`src/rtl/rsc2_frame_addr_gen.sv`:
```
// Input framer for the rsc2 datapath: tags each accepted beat with its in-frame pair address,
// flags sop/eop, reports framing errors and drives one registered valid/ready output stage.
module rsc2_frame_addr_gen #(
    parameter int pW     = 13,
    parameter int pDAT_W = 2
) (
    input  logic              iclk,
    input  logic              ireset,
    input  logic              iclkena,
    input  logic              ival,
    input  logic              isop,
    input  logic [5:0]        iptype,
    input  logic [pDAT_W-1:0] idat,
    input  logic [pW-1:0]     iNm1,
    output logic              oready,
    input  logic              iordy,
    output logic              oval,
    output logic              osop,
    output logic              oeop,
    output logic [pDAT_W-1:0] odat,
    output logic [pW-1:0]     oaddr,
    output logic [5:0]        optype,
    output logic              oerr_sop,
    output logic              oerr_nosop
);

    typedef enum logic {IDLE, RUN} state_t;

    state_t            r_state, w_state_nxt;
    logic [pW-1:0]     r_cnt, w_cnt_nxt;
    logic [pW-1:0]     r_nm1, w_nm1_nxt;

    logic              r_oval, r_osop, r_oeop;
    logic [pDAT_W-1:0] r_odat;
    logic [pW-1:0]     r_oaddr;
    logic [5:0]        r_optype;
    logic              r_err_sop, r_err_nosop;

    logic              w_accept, w_advance;
    logic              w_emit, w_emit_sop, w_emit_eop;
    logic [pW-1:0]     w_emit_addr;
    logic              w_err_sop, w_err_nosop;

    assign oready    = ~r_oval | iordy;
    assign w_accept  = iclkena & ival & oready;
    assign w_advance = iclkena & r_oval & iordy;

    always_ff @(posedge iclk) begin
        if (ireset) begin
            r_state <= IDLE;
            r_cnt   <= '0;
            r_nm1   <= '0;
        end else if (iclkena) begin
            r_state <= w_state_nxt;
            r_cnt   <= w_cnt_nxt;
            r_nm1   <= w_nm1_nxt;
        end
    end

    always_comb begin
        w_state_nxt = r_state;
        w_cnt_nxt   = r_cnt;
        w_nm1_nxt   = r_nm1;
        if (w_accept) begin
            if (isop) begin
                // An isop beat always restarts the frame, whatever state we were in.
                w_nm1_nxt = iNm1;
                if (iNm1 == '0) begin
                    w_state_nxt = IDLE;
                    w_cnt_nxt   = '0;
                end else begin
                    w_state_nxt = RUN;
                    w_cnt_nxt   = pW'(1);
                end
            end else if (r_state == RUN) begin
                if (r_cnt == r_nm1) begin
                    w_state_nxt = IDLE;
                    w_cnt_nxt   = '0;
                end else begin
                    w_cnt_nxt = r_cnt + pW'(1);
                end
            end
        end
    end

    always_comb begin
        w_emit      = w_accept & (isop | (r_state == RUN));
        w_emit_sop  = isop;
        w_emit_eop  = isop ? (iNm1 == '0) : (r_cnt == r_nm1);
        w_emit_addr = isop ? '0 : r_cnt;
        w_err_sop   = w_accept & isop & (r_state == RUN);
        w_err_nosop = w_accept & ~isop & (r_state == IDLE);
    end

    always_ff @(posedge iclk) begin
        if (ireset) begin
            r_oval      <= 1'b0;
            r_osop      <= 1'b0;
            r_oeop      <= 1'b0;
            r_odat      <= '0;
            r_oaddr     <= '0;
            r_optype    <= '0;
            r_err_sop   <= 1'b0;
            r_err_nosop <= 1'b0;
        end else begin
            // Error flags reload every clock so a pulse never outlives one cycle.
            r_err_sop   <= w_err_sop;
            r_err_nosop <= w_err_nosop;
            if (w_emit) begin
                r_oval  <= 1'b1;
                r_osop  <= w_emit_sop;
                r_oeop  <= w_emit_eop;
                r_odat  <= idat;
                r_oaddr <= w_emit_addr;
                if (isop)
                    r_optype <= iptype;
            end else if (w_advance) begin
                r_oval <= 1'b0;
            end
        end
    end

    assign oval       = r_oval;
    assign osop       = r_osop;
    assign oeop       = r_oeop;
    assign odat       = r_odat;
    assign oaddr      = r_oaddr;
    assign optype     = r_optype;
    assign oerr_sop   = r_err_sop;
    assign oerr_nosop = r_err_nosop;

endmodule
```
`config.mk`:
```
export PLATFORM = sky130hd
export DESIGN_NAME = rsc2_frame_addr_gen
export DESIGN_NICKNAME = d
export VERILOG_FILES = /design/src/rtl/rsc2_frame_addr_gen.sv
export SDC_FILE = /design/constraint.sdc
export NUM_CORES = 1
export LEC_CHECK = 0
export CORE_UTILIZATION = 47
export DETAILED_ROUTE_END_ITERATION = 10
export GPL_TIMING_DRIVEN = 0
export PLACE_DENSITY = 0.76
export SYNTH_ARGS = -nofsm -noshare
export SYNTH_HDL_FRONTEND = slang
export SYNTH_SLANG_ARGS = --single-unit
```
`constraint.sdc`:
```
create_clock -name iclk -period 2.2 [get_ports iclk]
set_input_delay 0.22 -clock iclk [delete_from_list [all_inputs] [get_ports iclk]]
set_output_delay 0.22 -clock iclk [all_outputs]
set_load 0.01 [all_outputs]
```
==> results.yml <==
run_status:
  status: "finished clean"
power_and_ir_drop:
  switching_power_w: 0.0004356
  total_power_w: 0.001968
  peakVddDrop_uv: 422.0
  sequentialPowerShare_pct: 50.4
  p_leak_nw: 1.170
  intPower_w: 0.001532
  clkPwrFrac_pct: 38.9
  pwr-share-comb_pct: 10.7
  p_per_area_mw_per_mm2: 652.9
  power.share.switching_pct: 22.13
synth:
  synth_warnings: 0
  synth_edf_count: 0
  yosysTopAreaCellShare_pct: 46.31
  ys_ff_latch: 53
  ys_seq_area_share_pct: 46.31
  synth_area_sq_mm: 0.002291
  synthesis.nets: 283
  async_flop_share_pct: 0
  synthCells: 255
  ys_types: 32
  ys.flop_type: "dfxtp_1"
  synth_area_leaders: "dfxtp_1 46%, mux2i_1 8.3%, nand2_1 4.9%"
  synth_top_cell_by_area: "dfxtp_1"
  syn_area_per_cell_sq_um: 8.984
  ys_top_cells_by_count: "53 x dfxtp_1, 30 x nand2_1, 24 x nor2_1, 20 x nand3_1"
  yosysMostFrequentCell: "dfxtp_1"
timing:
  finalHoldViolCount: 0
  fin_worst_skew_ns: 0.004279
  fin_ws_ns: 0.1911
  max_freq_ghz: 0.4978
  slew_headroom_pct: 48.26
  tightest_slew_ns: 0.7690
  finalSetupViolCount: 0
  min_period_ns: 2.009
  min_period_over_period_pct: 91.32
  rsz0062_at_grt: "no"
  holdWs_ns: 0.3420
  timing.final.max_slew_violations: 0
cts:
  cts_hold_buf: 0
  path_clk_slew_ns: 0.09
  cts_tree: "yes"
  clock_latency_ns: 0.31
  cts_max_level: 2
  cts_buffers: 5
  cts_buffer_depth: 2
  post-cts-setup-buffers: 0
  cts_sinks: 53
  cts-root-buf: "clkbuf_8"
final_layout:
  final_util_pct: 64.24
  seqCellArea_sq_mm: 0.001061
  finalNetCount: 342
  multi_input_area_sq_mm: 0.001130
  drive_above_1_share_pct: 6.349
  fillCellCount: 420
  area_growth_pct: 31.57
  antenna_cells: 0
  finalNonFillerCells: 369
worst_setup_path:
  critPathTopFamily: "compound AO/OA/AOI/OAI gates"
  cp_slowest_stage_delay_ns: 0.47
  worst_ep_required_time_ns: 2.37
  crit_chain: "xor2_1 > nor4_1 > nand4_1 > o41ai_4 > buf_6 > o32ai_1"
  cp_slowest_cell: "dfxtp_1"
  end_kind: "flop"
  path_buf_inv: 1
  critical_path.max_fanout: 10
  critical_path_arrival_ns: 2.18
  setup.worst_path.class: "flop to flop"
  cp-start-kind: "flop"
floorplan:
  initial_core_util_pct: 48.83
  rows: 25
  die_w_microns: 71.82
  die_area_sq_mm: 0.005157
  die_height_microns: 71.82
  ios: 54
  coreArea_sq_mm: 0.004692
detailed_routing:
  drc: 0
  vias_per_cell: 5.515
  ant_nets: 0
  wl_per_cell_microns: 14.24
  drtIter0Drc: 127
  first_pass_iters: 4
  wirelength_microns: 5253
  vias: 2035
global_route:
  grt_remaining_overflow: 0
  grt_pass1_vias: 1864
  grtUsageTotal_pct: 22.33
  grt_max_degree: 17
  grt_pass1_wl_microns: 8852
  antenna_found_initial: 0
placement:
  port_buffers: 52
  pre_cts_ws_ns: -0.1568
  gp_congestion: 0.9089
  placed_cells: 361
  dp_hpwl_microns: 3916
hold_path:
  hp-class: "input pin to flop"
flow_run:
  drv_cap: 0
[layer usage]
metal	wire, microns	part of all wire (%)	track usage, %	vias up
met5	0	0	0	-
met4	119	2.3	8.932	0
met3	257	4.9	5.204	9
met2	2460	47	36.16	66
met1	2416	46	28.82	950
li1	-	-	-	1010
[area by class of cell]
cell class	instances	share of cell area [%]
Buffer	20	2.989
Clock buffer	5	2.283
Clock inverter	3	2.159
Inverter	3	0.3736
Multi-Input combinational cell	179	37.48
Sequential cell	53	35.20
Tap cell	54	2.242
Timing Repair Buffer	52	17.27
[worst paths after layout]
path / start / endpoint / slack, ns / cells after the start
max reg2reg: r_cnt[10] / r_cnt[8] / 0.19 / 6
min: ireset / r_cnt[0] / 0.34 / 3
max: r_cnt[10] / r_cnt[8] / 0.19 / 6
min reg2reg: oaddr[11] / oaddr[11] / 0.45 / 2
[stage by stage]
step | setup TNS (ns) | instance area (sq um)
floorplan | 0 | 2291
global placement | -1.040 | 2879
detailed placement | -1.201 | 2879
CTS | 0 | 3013
global route | 0 | 3014
finish | 0 | 3014
[repair_timing]
action	CTS	global route
setup endpoints to repair	0	17
endpoints found under the hold margin	0	0
gates resized for setup	0	2
[layout by cell type (no fill, tap or decap), drive strengths merged, types with 4 or more instances in the layout]
master          n
buf             6
nor4            5
clkbuf         19
clkdlybuf4s50  52
mux2i          19
nand4           5
o32ai           4
dfxtp          53
a21oi          19
a211oi          7
nand3          20
nor2           24
xnor2          11
nor3            7
nand2          30
xor2           10
and3            4
[cell families (layout without fill, tap and decap cells)]
logic type | Yosys count | count (layout) | synth area share [%]
and+or+nand+nor | 100 | 100 | 20.70
DFF | 53 | 53 | 46.31
AOI/OAI and AO/OA | 37 | 37 | 11.25
buffers and inverters | 23 | 83 | 4.369
xor gates and xnor gates | 21 | 21 | 8.028
muxes | 20 | 20 | 8.793
adders and majority gates | 1 | 1 | 0.5461
[state kept, by name, summed over array words and instances (netlist names)]
register    flops
oeop            1
oval            1
r_cnt          13
oerr_nosop      1
optype          6
r_state         1
oaddr          13
r_nm1          13
odat            2
osop            1
oerr_sop        1
[worst reg2reg max path: cells and delay by family (launching register included)]
kind            cells  cell delay, ns
compound gates      2            0.56
xor+xnor            1            0.11
buf+inv             1            0.21
flops               1            0.47
simple gates        2            0.51
[power groups by stage]
stage,combinational [W],sequential [W],clock (W)
floorplan,0.000111,0.00102,0
global placement,0.000207,0.00101,0
detailed placement,0.000211,0.00101,0
CTS,0.000211,0.000992,0.000785
global route,0.000230,0.000996,0.000818
finish,0.000211,0.000992,0.000765
(Power assumes the default switching activity.)
